$ cat src/rtl/pipeline_ctrl_pkg.sv
`default_nettype none
// ============================================================================
// Module  : pipeline_ctrl_pkg
// Brief   : Shared types and constants for the pipeline hazard controller.
// Rev     : 1.0
// ============================================================================
package pipeline_ctrl_pkg;

    localparam int REG_AW          = 4;
    localparam int MUL_LAT_DEFAULT = 4;
    localparam int MCNT_W          = 4;

    typedef enum logic {IDLE, MUL_BUSY} pctrl_state_t;

    // Busy-cycle count loaded on issue; the issue and done cycles are not part of it.
    function automatic logic [MCNT_W-1:0] mul_cnt_load(input int lat);
        return (lat > 1) ? MCNT_W'(lat - 2) : '0;
    endfunction

endpackage
`default_nettype wire

$ cat src/rtl/sat_counter.sv
`default_nettype none
// ============================================================================
// Module  : sat_counter
// Brief   : Saturating up-counter with synchronous clear (clear beats increment).
// Rev     : 1.0
// ============================================================================
module sat_counter #(
    parameter int W = 16
) (
    input  logic         clk,
    input  logic         reset,
    input  logic         inc,
    input  logic         clr,
    output logic [W-1:0] count
);

    logic [W-1:0] r_count;

    always_ff @(posedge clk) begin
        if (!reset) begin
            r_count <= '0;
        end else if (clr) begin
            r_count <= '0;
        end else if (inc && (r_count != '1)) begin
            r_count <= r_count + W'(1);
        end
    end

    assign count = r_count;

endmodule
`default_nettype wire

$ cat src/rtl/pipeline_ctrl.sv
`default_nettype none
// ============================================================================
// Module  : pipeline_ctrl
// Brief   : Five-stage pipeline hazard/sequencing controller: load-use stalls,
//           branch flushes, multi-cycle multiply hold, stall/flush counters.
// Rev     : 1.0
// ============================================================================
module pipeline_ctrl
    import pipeline_ctrl_pkg::*;
#(
    parameter int MUL_LAT = MUL_LAT_DEFAULT,
    parameter int CNT_W   = 16
) (
    input  logic              clk,
    input  logic              reset,
    input  logic [REG_AW-1:0] RA1D,
    input  logic [REG_AW-1:0] RA2D,
    input  logic [REG_AW-1:0] WA3E,
    input  logic              RegWriteE,
    input  logic              MemtoRegE,
    input  logic              BranchTakenE,
    input  logic              MulStartE,
    input  logic              CntClr,
    output logic              StallF,
    output logic              StallD,
    output logic              FlushD,
    output logic              FlushE,
    output logic              StallE,
    output logic              FlushM,
    output logic              MulDoneE,
    output logic [CNT_W-1:0]  StallCnt,
    output logic [CNT_W-1:0]  FlushCnt
);

    localparam bit              c_MUL_MULTI = (MUL_LAT > 1);
    localparam logic [MCNT_W-1:0] c_MCNT_LOAD = mul_cnt_load(MUL_LAT);

    pctrl_state_t      r_state;
    logic [MCNT_W-1:0] r_mcnt;

    logic              w_lwstall;
    logic              w_mul_issue;
    logic              w_stall_inc;
    logic              w_flush_inc;
    logic [CNT_W-1:0]  w_stall_cnt;
    logic [CNT_W-1:0]  w_flush_cnt;

    assign w_lwstall   = MemtoRegE & RegWriteE & ((WA3E == RA1D) | (WA3E == RA2D));
    assign w_mul_issue = c_MUL_MULTI & MulStartE;

    always_ff @(posedge clk) begin
        if (!reset) begin
            r_state <= IDLE;
            r_mcnt  <= '0;
        end else begin
            case (r_state)
                IDLE: begin
                    if (w_mul_issue) begin
                        r_state <= MUL_BUSY;
                        r_mcnt  <= c_MCNT_LOAD;
                    end
                end
                MUL_BUSY: begin
                    if (r_mcnt == '0) begin
                        r_state <= IDLE;
                    end else begin
                        r_mcnt <= r_mcnt - MCNT_W'(1);
                    end
                end
                default: begin
                    r_state <= IDLE;
                    r_mcnt  <= '0;
                end
            endcase
        end
    end

    // Hazard outputs are combinational; everything is forced low while in reset.
    always_comb begin
        StallF   = 1'b0;
        StallD   = 1'b0;
        FlushD   = 1'b0;
        FlushE   = 1'b0;
        StallE   = 1'b0;
        FlushM   = 1'b0;
        MulDoneE = 1'b0;
        if (reset) begin
            case (r_state)
                IDLE: begin
                    if (w_mul_issue) begin
                        // The multiply wins over any simultaneous branch or hazard.
                        StallF = 1'b1;
                        StallD = 1'b1;
                        StallE = 1'b1;
                        FlushM = 1'b1;
                    end else begin
                        StallF   = w_lwstall;
                        StallD   = w_lwstall;
                        FlushD   = BranchTakenE;
                        FlushE   = w_lwstall | BranchTakenE;
                        MulDoneE = ~c_MUL_MULTI & MulStartE;
                    end
                end
                MUL_BUSY: begin
                    if (r_mcnt == '0) begin
                        MulDoneE = 1'b1;
                    end else begin
                        StallF = 1'b1;
                        StallD = 1'b1;
                        StallE = 1'b1;
                        FlushM = 1'b1;
                    end
                end
                default: begin
                    StallF = 1'b0;
                end
            endcase
        end
    end

    assign w_stall_inc = StallF;
    assign w_flush_inc = FlushD | FlushE;

    sat_counter #(.W(CNT_W)) u_stall_cnt (
        .clk   (clk),
        .reset (reset),
        .inc   (w_stall_inc),
        .clr   (CntClr),
        .count (w_stall_cnt)
    );

    sat_counter #(.W(CNT_W)) u_flush_cnt (
        .clk   (clk),
        .reset (reset),
        .inc   (w_flush_inc),
        .clr   (CntClr),
        .count (w_flush_cnt)
    );

    assign StallCnt = reset ? w_stall_cnt : '0;
    assign FlushCnt = reset ? w_flush_cnt : '0;

    a_no_mul_with_branch: assert property (
        @(posedge clk) disable iff (!reset)
        (r_state == IDLE) |-> !(MulStartE && BranchTakenE)
    );

endmodule
`default_nettype wire

$ cat config.mk
export PLATFORM = sky130hd
export DESIGN_NAME = pipeline_ctrl
export DESIGN_NICKNAME = d
export VERILOG_FILES = /design/src/rtl/pipeline_ctrl_pkg.sv /design/src/rtl/sat_counter.sv /design/src/rtl/pipeline_ctrl.sv
export SDC_FILE = /design/constraint.sdc
export NUM_CORES = 1
export LEC_CHECK = 0
export BUFFER_PORTS_ARGS = -buffer_cell sky130_fd_sc_hd__buf_4
export CORE_MARGIN = 5
export CORE_UTILIZATION = 45
export CTS_BUF_LIST = sky130_fd_sc_hd__clkbuf_4
export DETAILED_ROUTE_END_ITERATION = 12
export GPL_TIMING_DRIVEN = 0
export PLACE_DENSITY = 0.69
export SYNTH_ARGS = -nofsm -noshare
export SYNTH_HDL_FRONTEND = slang
export SYNTH_SLANG_ARGS = --single-unit
$ cat constraint.sdc
create_clock -name clk -period 2.24 [get_ports clk]
set_input_delay 0.112 -clock clk [delete_from_list [all_inputs] [get_ports clk]]
set_output_delay 0.112 -clock clk [all_outputs]
set_load 0.1 [all_outputs]
Yosys cells after proc, flatten, opt, wreduce, memory -nomap -nowiden
Cells that the tools add are included.
Widths: inputs -> output; s select.
Operators by class
  add/sub/neg operators: 3
  equality and inequality tests: 6
  muxes and demuxes: 21
  bitwise gates (word level): 7
  reduce and logical (&&, ||, !) cells: 5
Operators with widths (number)
  $add 16x1->16 const B: 2
  $mux 16: 2
  $ne 16x16->1 const B: 2
  $mux 1: 13
  $eq 4x4->1: 2
  $mux 4: 2
  $pmux 4 s2: 1
  $pmux 1 s2: 3
  $logic_not 4->1: 1
  $ne 2x2->1 const B: 2
  $sub 4x1->4 const B: 1
  $or 1x1->1: 3
  $and 1x1->1: 2
  $logic_and 1x1->1: 2
  $not 1->1: 2
  $reduce_and 2->1: 1
  $reduce_or 2->1: 1
Word-level totals
  bits in registers: 37
  bits of input ports: 19
  output and inout bits: 39

Logic depth before layout (Yosys ltp)
Gate-level depths: netlist of the first run.
  depth in word-level cells: 9
  depth in mapped cells: 10

Modules after synthesis
From an unflattened synthesis of the first run, not the netlist that was laid out.
Unflattened totals
  cell total of the unflattened synthesis: 268
  area total of the unflattened synthesis: 2368.5 sq um
Modules (own cells, without submodules)
  sat_counter: times used 2, cells an instance 91, area an instance 864.6 sq um, sequential area each 320.3 sq um
  pipeline_ctrl: times used 1, cells an instance 86, area an instance 639.4 sq um, sequential area each 100.1 sq um

Worst setup path before layout of the first run
Ideal clock, no wire load.
  kind: flip-flop to output port
  start point: reg r_mcnt[0]
  end point: out StallF
  arrival: 2384 ps
  required time: 2128 ps
  path slack: -256 ps
  cell stages (with the launch flop): 9
  path buffers: 2
  cell sequence: dfxtp_1 inv_1 ha_1 and4bb_1 nand2b_4 or2_1 buf_6 nand2_1 buf_4
Between the ends
  word-level cells in the longest chain between the ends: 4
Ends and longest elaborated chain
  start: declaration: line pipeline_ctrl.sv:39  | logic [MCNT_W-1:0] r_mcnt;
  start signal: assignment: line pipeline_ctrl.sv:60  | r_mcnt <= c_MCNT_LOAD;
  start signal: assignment: line pipeline_ctrl.sv:67  | r_mcnt <= r_mcnt - MCNT_W'(1);
  $logic_not 4->1: line pipeline_ctrl.sv:105  | if (r_mcnt == '0) begin
  $mux 1
  $pmux 1 s2
  $mux 1
  end: declaration: line pipeline_ctrl.sv:24  | output logic StallF,
Every way passes these cells.

Final worst setup path of the first run
  start point: reg r_mcnt[0]
  end point: reg u_stall_cnt.r_count[3], in the netlist u_stall_cnt.count[3]
Between the ends
  word-level cells in the longest chain between the ends: 5
Ends and longest elaborated chain
  $logic_not 4->1: line pipeline_ctrl.sv:105
  $mux 1: line pipeline_ctrl.sv:105
  $pmux 1 s2: line pipeline_ctrl.sv:88  | case (r_state)
  $mux 1: line pipeline_ctrl.sv:87  | if (reset) begin
  $logic_and 1x1->1: line sat_counter.sv:24  | end else if (inc && (r_count != '1)) begin
  end signal: assignment: line sat_counter.sv:25  | r_count <= r_count + W'(1);
  end: declaration: line sat_counter.sv:17  | logic [W-1:0] r_count;
Every way passes these cells.
A chain may end at the register's enable or synchronous reset.

==> results of run 1 <==
[power breakdown]
group          leakage [µW]  internal, µW  total, µW  switching, µW
sequential         0.000300           670        682           12.7
combinational      0.000851           119        306            188
clock             0.0000247           113        341            228
[worst min path at each step]
| stage | to | slack (ns) | cells past startpoint |
|---|---|---|---|
| after global placement | u_stall_cnt.count[13] | 0.44 | 4 |
| after floorplan | u_stall_cnt.count[13] | 0.31 | 3 |
| final | u_stall_cnt.count[13] | 0.08 | 4 |
| after CTS | u_stall_cnt.count[13] | 0.06 | 4 |
| after global routing | u_stall_cnt.count[13] | 0.08 | 4 |
| after detailed placement | u_stall_cnt.count[13] | 0.44 | 4 |
[state kept, by name (all words and copies together), names as in the netlist]
name,count
r_mcnt,4
u_stall_cnt.count,16
r_state,1
u_flush_cnt.count,16
[worst max-delay path, delay by kind of cell (launching register included)]
family	cells	cell delay, ns
compound gates	2	0.31
fa+ha+maj	1	0.18
buf+inv	3	0.32
flops	1	0.37
simple gates	4	0.94
[what timing repair did]
| item | in CTS | in global routing |
|---|---|---|
| buffers inserted | 0 | 5 |
| resized for setup | 5 | 11 |
| pin swaps | 0 | 2 |
| hold endpoints to repair | 0 | 0 |
| endpoints found under the setup margin | 6 | 28 |
[cell families (layout without fill, tap and decap cells)]
kind of cell    Yosys count  after routing  share of synthesized area
flops                    37             37                      0.332
xor+xnor                 21             21                     0.0824
mux                       2              2                    0.00897
fa+ha+maj                 4              4                     0.0224
simple gates            141            141                      0.349
compound gates           49             49                      0.154
buf+inv                  23             92                     0.0516
[metal layers]
metal / GRT usage / vias up / wire (µm)
li1: - / 1108 / -
met1: 0.219 / 984 / 2570
met2: 0.291 / 38 / 2580
met3: 0.0280 / 8 / 225
met4: 0.0557 / 0 / 68
met5: 0 / - / 0
[layout make-up]
| class | count | area [µm²] |
|---|---|---|
| Clock buffer | 5 | 37.5 |
| Tap cell | 67 | 83.8 |
| Buffer | 14 | 81.3 |
| Inverter | 9 | 37.5 |
| Multi-Input combinational cell | 217 | 1420 |
| Sequential cell | 37 | 746 |
| Timing Repair Buffer | 62 | 480 |
| Clock inverter | 2 | 11.3 |
| Fill cell | 457 | 1860 |
[cell usage after synthesis (all sizes together)]
cell type	n	area share
a211o	1	0.0045
a21bo	1	0.0045
a21boi	4	0.017
a21o	3	0.010
a21oi	14	0.031
a31o	5	0.020
a31oi	3	0.0084
a41o	2	0.0090
and2	36	0.10
and3	3	0.0084
and4	2	0.0079
and4bb	1	0.0056
buf	5	0.019
clkbuf	8	0.013
dfxtp	37	0.33
dlygate4sd1	1	0.0039
ha	4	0.022
inv	9	0.015
mux2i	2	0.0090
nand2	21	0.035
nand2b	3	0.012
nand3	13	0.029
nand4	10	0.028
nor2	27	0.045
nor2b	2	0.0056
nor3	4	0.0090
nor3b	1	0.0034
nor4	8	0.025
nor4b	3	0.012
o211a	2	0.0090
o21a	2	0.0067
o21ai	7	0.016
o21bai	2	0.0067
o31a	1	0.0045
o31ai	2	0.0067
or2	2	0.0056
or3	3	0.0084
or4	2	0.0067
xnor2	19	0.075
xor2	2	0.0079
[stage by stage]
step	hold slack, ns	utilization	instances	worst slack, ns
detailed placement	0.441	0.578	401	-0.0275
global placement	0.435	0.578	401	-0.00553
CTS	0.0631	0.591	408	0.0176
floorplan	0.315	-	277	0.0469
global route	0.0829	0.609	413	-0.0157
finish	0.0787	0.609	413	0.0674
==> metrics.cfg, run 1 <==
[status]
status = completed

[route]
wl_um = 5440
vias_per_cell = 5.18
firstDrtPassIters = 4
drt_iter0_drc = 58
vias = 2138
wire_per_inst_um = 13.2
ant_nets = 0
drc = 0

[grt]
grt_first_pass_wirelength_um = 8790
grt_overflow = 0
grt_max_degree = 12
antenna_found_initial = 0
grt_use_total = 0.171
first_global_vias = 1919

[floorplanning]
std_cell_rows = 25
start_util = 0.469
io_pins = 58
die_w_um = 80.4
core_area_um2 = 4750
die_y_um = 80.4
die-area_um2 = 6470

[clock_tree]
clockRootBuffer = clkbuf_4
cts_buffers = 5
clk_pin_slew_ns = 0.13
clkLatencyLatePin_ns = 0.35
cts_tree = yes
cts_sinks = 37
h-tree-depth = 2
clockBufferDepth = 2
ctsHoldBuffers = 0

[cells_and_area]
layout_common_cells = buf_4 (62), and2_1 (35), dfxtp_1 (35), nor2_1 (26)
n_antenna_cell = 0
final_common_cell = buf_4
drive_gt1_frac = 0.277
syn2layout_area_growth_pct = 29.8
fin_area_um2 = 2900
num-nets-final = 369

[critical_path]
cpMostUsedCell = buf_6
startpoint = r_mcnt[0]
r2r_end = u_stall_cnt.count[3]
critPathSlowestCell = dfxtp_4
cp_cell_sequence = inv_1 -> ha_2 -> and4bb_2 -> nand2b_4 -> or2_1 -> buf_6 -> a21bo_1 -> buf_6 -> or3_1 -> a21oi_1
cpPeakStageDelay_ns = 0.37
cp-start-kind = flip-flop
arrival_ns = 2.47
timing.rr.start = r_mcnt[0]
critical_path_class = flip-flop to flip-flop
critPathCapture = u_stall_cnt.count[3]
critical_path.max_fanout = 10
cp.required_ns = 2.53
r2r_setup_slack_ns = 0.07
reg2reg_depth = 10
cp-end-kind = flip-flop

[placement]
placed_area_um2 = 2750
dp_hpwl_um = 3960
portBuffers = 57
globalplace.congestion = 0.780

[logic_synthesis]
netlist_instances = 277
synth_seq_cells = 37
yosysUniqueCellTypes = 47
syn_area_um2 = 2230
yosysSeqAreaShare = 0.332
avgSynthCellArea_um2 = 8.05
synthesis.nets = 300
ys_warn_count = 0

[timing]
setup-tns-final_ns = 0
min_period_ns = 2.17
period_share = 0.970
skew_ns = 0.0189
fmax_ghz = 0.460
hold_viol = 0
worstMarginPinSlew_ns = 0.613
drv_slew = 0
setup_viol = 0
slew_headroom = 0.588

[min_path]
hp-start = CntClr
hp-class = input pin to flip-flop

[power_and_ir_drop]
total_power_uw = 1330
p_per_area_nw_per_um2 = 459
ir_drop_uv = 267
p_leak_uw = 0.00118

[flow_run]
maxCapViolCount = 0

Note: power is estimated with default switching activity, not from simulation.
==> inputs of run 2 (changes only) <==
BUFFER_PORTS_ARGS = unset   (was -buffer_cell sky130_fd_sc_hd__buf_4)
DONT_BUFFER_PORTS = 1   (was unset)
PLACE_DENSITY = 0.59   (was 0.69)
REMOVE_ABC_BUFFERS = 1   (was unset)
==> run 2 against run 1 <==
Net effect: final cell count decreased by 17%; maximum frequency increased by 0.23%; combinational power decreased by 27%; critical path depth decreased by 2; critical endpoint unchanged; largest cell class unchanged; highest routed layer unchanged.
==> metrics.cfg, run 2 (same netlist as run 1, synthesis figures left out) <==
[status]
status = completed

[floorplanning]
start_util = 0.469
die-area_um2 = 6470
die_w_um = 80.4
io_pins = 58
core_area_um2 = 4750
die_y_um = 80.4
std_cell_rows = 25

[clock_tree]
cts_buffers = 5
cts_sinks = 37
clockBufferDepth = 2
clockRootBuffer = clkbuf_4
clkLatencyLatePin_ns = 0.35
h-tree-depth = 2
clk_pin_slew_ns = 0.10
cts_tree = yes

[critical_path]
critical_path_class = flip-flop to flip-flop
reg2reg_depth = 8
cp-start-kind = flip-flop
critical_path.max_fanout = 7
arrival_ns = 2.41
cp.required_ns = 2.48
r2r_setup_slack_ns = 0.07
timing.rr.start = r_mcnt[0]
cp-end-kind = flip-flop
r2r_end = u_stall_cnt.count[3]

[placement]
portBuffers = 0
placed_area_um2 = 2240
globalplace.congestion = 0.785
dp_hpwl_um = 3320

[route]
drt_iter0_drc = 48
wl_um = 4820
vias = 1887
wire_per_inst_um = 14.1
vias_per_cell = 5.50
drc = 0
firstDrtPassIters = 3
ant_nets = 0

[timing]
whs_ns = 0.0890
worstMarginPinSlew_ns = 1.15
skew_ns = 0.0221
slew_headroom = 0.236
drv_slew = 0
hold_viol = 0
setup_viol = 0
min_period_ns = 2.17
fmax_ghz = 0.461
rsz0062_at_grt = yes
period_share = 0.968

[power_and_ir_drop]
p_leak_uw = 0.000851
ir_drop_uv = 408
p_per_area_nw_per_um2 = 570
total_power_uw = 1380

[cells_and_area]
fin_area_um2 = 2420
layout_common_cells = and2_1 (35), dfxtp_1 (35), nor2_1 (26), nand2_1 (20), xnor2_1 (19)
syn2layout_area_growth_pct = 8.41
n_antenna_cell = 0
num-nets-final = 298
drive_gt1_frac = 0.123
postLayoutCoreUtil = 0.509

[grt]
grt_max_degree = 40
antenna_found_initial = 0
grt_use_total = 0.154
grt_overflow = 0
grt_first_pass_wirelength_um = 7950
first_global_vias = 1707

[min_path]
hold_path_depth = 3
hp-class = input pin to flip-flop
hp-start = MulStartE
min_to = r_mcnt[3]

[flow_run]
maxCapViolCount = 0

==> run 2: how the worst max path moves through the flow <==
stage	startpoint	to	slack [ns]	cells after the start
after global routing	r_mcnt[0]	u_stall_cnt.count[12]	-0.05	8
after floorplan	r_mcnt[0]	r_state	-0.43	6
final	r_mcnt[0]	u_stall_cnt.count[3]	0.07	8
after detailed placement	r_mcnt[0]	u_stall_cnt.count[3]	-0.06	8
after global placement	r_mcnt[0]	r_state	-0.55	6
after CTS	r_mcnt[0]	FlushM	0.04	6
==> run 2: report_power, final <==
group | internal (µW) | switching, µW | total (µW)
registers | 670 | 13.5 | 684
logic | 65.0 | 158 | 223
clock network | 245 | 227 | 471
==> run 2: through the flow <==
stage | TNS, ns | worst slack, ns | cells
after global routing | -0.199 | -0.0543 | 343
after floorplan | -1.84 | -0.431 | 263
after CTS | 0 | 0.0441 | 339
final | 0 | 0.0724 | 343
after global placement | -2.39 | -0.546 | 330
after detailed placement | -0.0757 | -0.0571 | 330
==> run 2: layer usage <==
layer,track usage,share of wire,up-vias
li1,-,-,963
met1,0.188,0.47,887
met2,0.257,0.47,30
met3,0.0381,0.039,7
met4,0.0642,0.015,0
met5,0,0,-
==> run 2: cell type report <==
cell class                 count  area [µm²]
sequential                    37         743
tap                           67        83.8
inverter                       9        42.5
clock inverter                 2        33.8
timing repair buffer           5        40.0
multi-input combinational    217        1430
fill                         479        2340
clock buffer                   6        45.0
==> run 2: repair_timing <==
action                     in CTS  in global routing
hold endpoints to repair        4                  0
setup buffers                   0                  4
hold buffers                    1                  0
setup endpoints to repair       8                 17
gates cloned                    0                  0
pin swaps                       0                  1
resized for setup              11                  4
==> run 2: worst max-delay path, stage by stage, from the launching register on <==
cell and delay, ns:
dfxtp_2 0.37, inv_1 0.06, ha_1 0.20, and4bb_1 0.23, nand2b_4 0.15, a211o_4 0.32, a21bo_4 0.26, or3_1 0.34
a21oi_1 0.15
==> inputs of run 3 (changes only) <==
ABC_CLOCK_PERIOD_IN_PS = 2240   (was unset)
SYNTH_HIERARCHICAL = 1   (was unset)
==> run 3 against run 2 <==
Net effect: the flow now finishes with violations (setup timing); sequential power barely moved; die area increased by 5.4%; worst hold slack got worse by 0.052 ns; via count increased by 11%; clock skew down 0.016 ns; combinational power rose by 14%; clock power is 18% lower; final area grew 16%; sequential share of layout area shrank 4.3 points; critical endpoint is now u_stall_cnt/count[9]; largest cell class unchanged.
==> metrics.cfg, run 3 <==
[status]
status = complete, but fails checks
violations = setup timing

[power_and_ir_drop]
combPwrFrac = 0.192
p_clk_frac = 0.292
intPower_uw = 920
seqPwrFrac = 0.515
p_leak_uw = 0.00107
swShare = 0.304
ir_drop_uv = 275
p_per_area_nw_per_um2 = 470
p_sw_uw = 402

[grt]
grt_first_pass_wirelength_um = 9020
antenna_found_initial = 0
first_global_vias = 1922
grt_use_total = 0.171
grt_overflow = 0
grt_max_degree = 42

[route]
wl_um = 5680
ant_nets = 0
firstDrtPassIters = 4
drc = 0
wire_per_inst_um = 15.9
drt_iter0_drc = 94
vias_per_cell = 5.85
vias = 2088

[critical_path]
path_delay_family = simple AND/OR/NAND/NOR gates
cpPeakStageDelay_ns = 0.45
arrival_ns = 2.73
cp_cell_sequence = inv_2 -> ha_4 -> nor3b_4 -> nand2_1 -> nand2_2 -> a21oi_4 -> buf_12 -> buf_6 -> and4_4 -> nand3_4 -> or4_4 -> a21oi_2
critical_path_class = flip-flop to flip-flop
critical_path.max_fanout = 7
critPathBufInv = 3
cp.required_ns = 2.52
reg2reg_depth = 12
r2r_setup_slack_ns = -0.21
critPathSlowestCell = or4_4
cp-start-kind = flip-flop
cp-end-kind = flip-flop
critical_path_depth = 12

[flow_run]
maxCapViolCount = 0

[cells_and_area]
syn2layout_area_growth_pct = 18.8
layout_common_cells = and2_1 (39), dfxtp_1 (34), nor2_1 (21), xor2_1 (14), nand2_1 (13)
drive_gt1_frac = 0.230
final_common_cell = and2_1
n_fill_cell = 500
num-nets-final = 309
n_antenna_cell = 0

[logic_synthesis]
async_flop_share = 0
synth_most_common_cell = and2_1
ys.flop_type = dfxtp_1
yosysSeqAreaShare = 0.313
syn_area_um2 = 2370
avgSynthCellArea_um2 = 8.84
synth_commonest_cells = and2_1 (39), dfxtp_1 (37), nor2_1 (24), nand2_1 (14), xor2_1 (14)
synth_top_area_frac = 0.313
ys_warn_count = 6
netlist_instances = 268
yosysUniqueCellTypes = 46
yosysTopAreaCell = dfxtp_1
synth.top_cells.by_area = dfxtp_1 (31%), and2_1 (10%), xor2_1 (5.2%), nor2_1 (3.8%), nand4_4 (3.6%)
synth_edf_count = 0
synth_seq_cells = 37

[clock_tree]
cts_sinks = 37
clk_pin_slew_ns = 0.11
clockRootBuffer = clkbuf_4
cts_buffers = 5
clockBufferDepth = 2
h-tree-depth = 2
cts_tree = yes
clkLatencyLatePin_ns = 0.34

[floorplanning]
std_cell_rows = 26
die_y_um = 82.6
start_util = 0.464
die_w_um = 82.6
core_area_um2 = 5110
die-area_um2 = 6810
io_pins = 58

[timing]
setup-tns-final_ns = -1.36
timing.final.ws_setup_ns = -0.212
hold_viol = 0
setup_viol = 10
period_share = 1.09
skew_ns = 0.00640
worstMarginPinSlew_ns = 1.09
slew_headroom = 0.272
min_period_ns = 2.45
drv_slew = 0
rsz0062_at_grt = yes
fmax_ghz = 0.408

[placement]
dp_hpwl_um = 3900
globalplace.congestion = 0.768
portBuffers = 0
dpl_worst_slack_ns = -1.09

[min_path]
hold_path_depth = 2
hp-class = input pin to flip-flop

## run 3: metrics by stage
stage	power, µW	area, µm²	std cells	hold slack (ns)	utilization
after floorplan	860	2330	260	0.229	-
after global placement	879	2420	330	0.238	0.474
after global routing	1380	2810	357	0.0351	0.551
after detailed placement	910	2490	334	0.237	0.488
after CTS	1320	2700	353	0.0173	0.529
final	1320	2810	357	0.0369	0.551
## run 3: metal layers
| layer | GRT usage | routed length (µm) | up-vias |
|---|---|---|---|
| met5 | 0 | 0 | - |
| met4 | 0.0539 | 82 | 0 |
| met3 | 0.0531 | 404 | 8 |
| met2 | 0.282 | 2730 | 53 |
| met1 | 0.212 | 2470 | 1002 |
| li1 | - | - | 1025 |
## run 3: worst reg2reg max path, delay by kind of cell, from the launching register on
family	cells	cell delay, ns
AO/OA/AOI/OAI	2	0.29
AND/OR/NAND/NOR	6	1.14
adder cells (fa/ha/maj)	1	0.15
buffers and inverters	3	0.46
flip-flops	1	0.35
## run 3: area by class of cell
cell class / count / area [µm²] / share of cell area
multi-input cells: 217 / 1720 / 0.612
repair buffers: 19 / 178 / 0.0631
well taps: 70 / 87.6 / 0.0311
flip-flops and latches: 37 / 744 / 0.265
inverters: 6 / 22.5 / 0.00800
clock buffers: 8 / 60.1 / 0.0213
## run 3: final timing paths
check	startpoint	endpoint
max reg2reg	r_mcnt[1]	u_stall_cnt/count[9]
min	CntClr	u_flush_cnt/count[12]
max	r_mcnt[1]	u_stall_cnt/count[9]
min reg2reg	u_stall_cnt/count[5]	u_stall_cnt/count[5]
## run 3: logic make-up (layout without fill, tap and decap cells)
kind of cell | count (synthesis) | count (layout) | share of synthesized area
multiplexers | 2 | 2 | 0.00845
buffers and inverters | 14 | 33 | 0.0254
AO/OA/AOI/OAI | 55 | 55 | 0.192
XOR/XNOR | 16 | 16 | 0.0592
flip-flops | 37 | 37 | 0.313
AND/OR/NAND/NOR | 140 | 140 | 0.381
adder cells (fa/ha/maj) | 4 | 4 | 0.0211
## run 3: power groups by stage
stage          clock, µW  sequential [µW]  combinational (µW)
2_1_floorplan          0              690                 170
6_report             386              681                 254
3_5_place_dp           0              693                 218
3_3_place_gp           0              692                 187
5_1_grt              425              683                 269
4_1_cts              393              680                 243
## run 3: repair_timing
item                                   CTS  global route
endpoints found under the hold margin    4             0
pin swaps                                7             4
resized for setup                       18            19
setup buffers                           10             4
setup endpoints to repair               29            20
hold buffers                             1             0
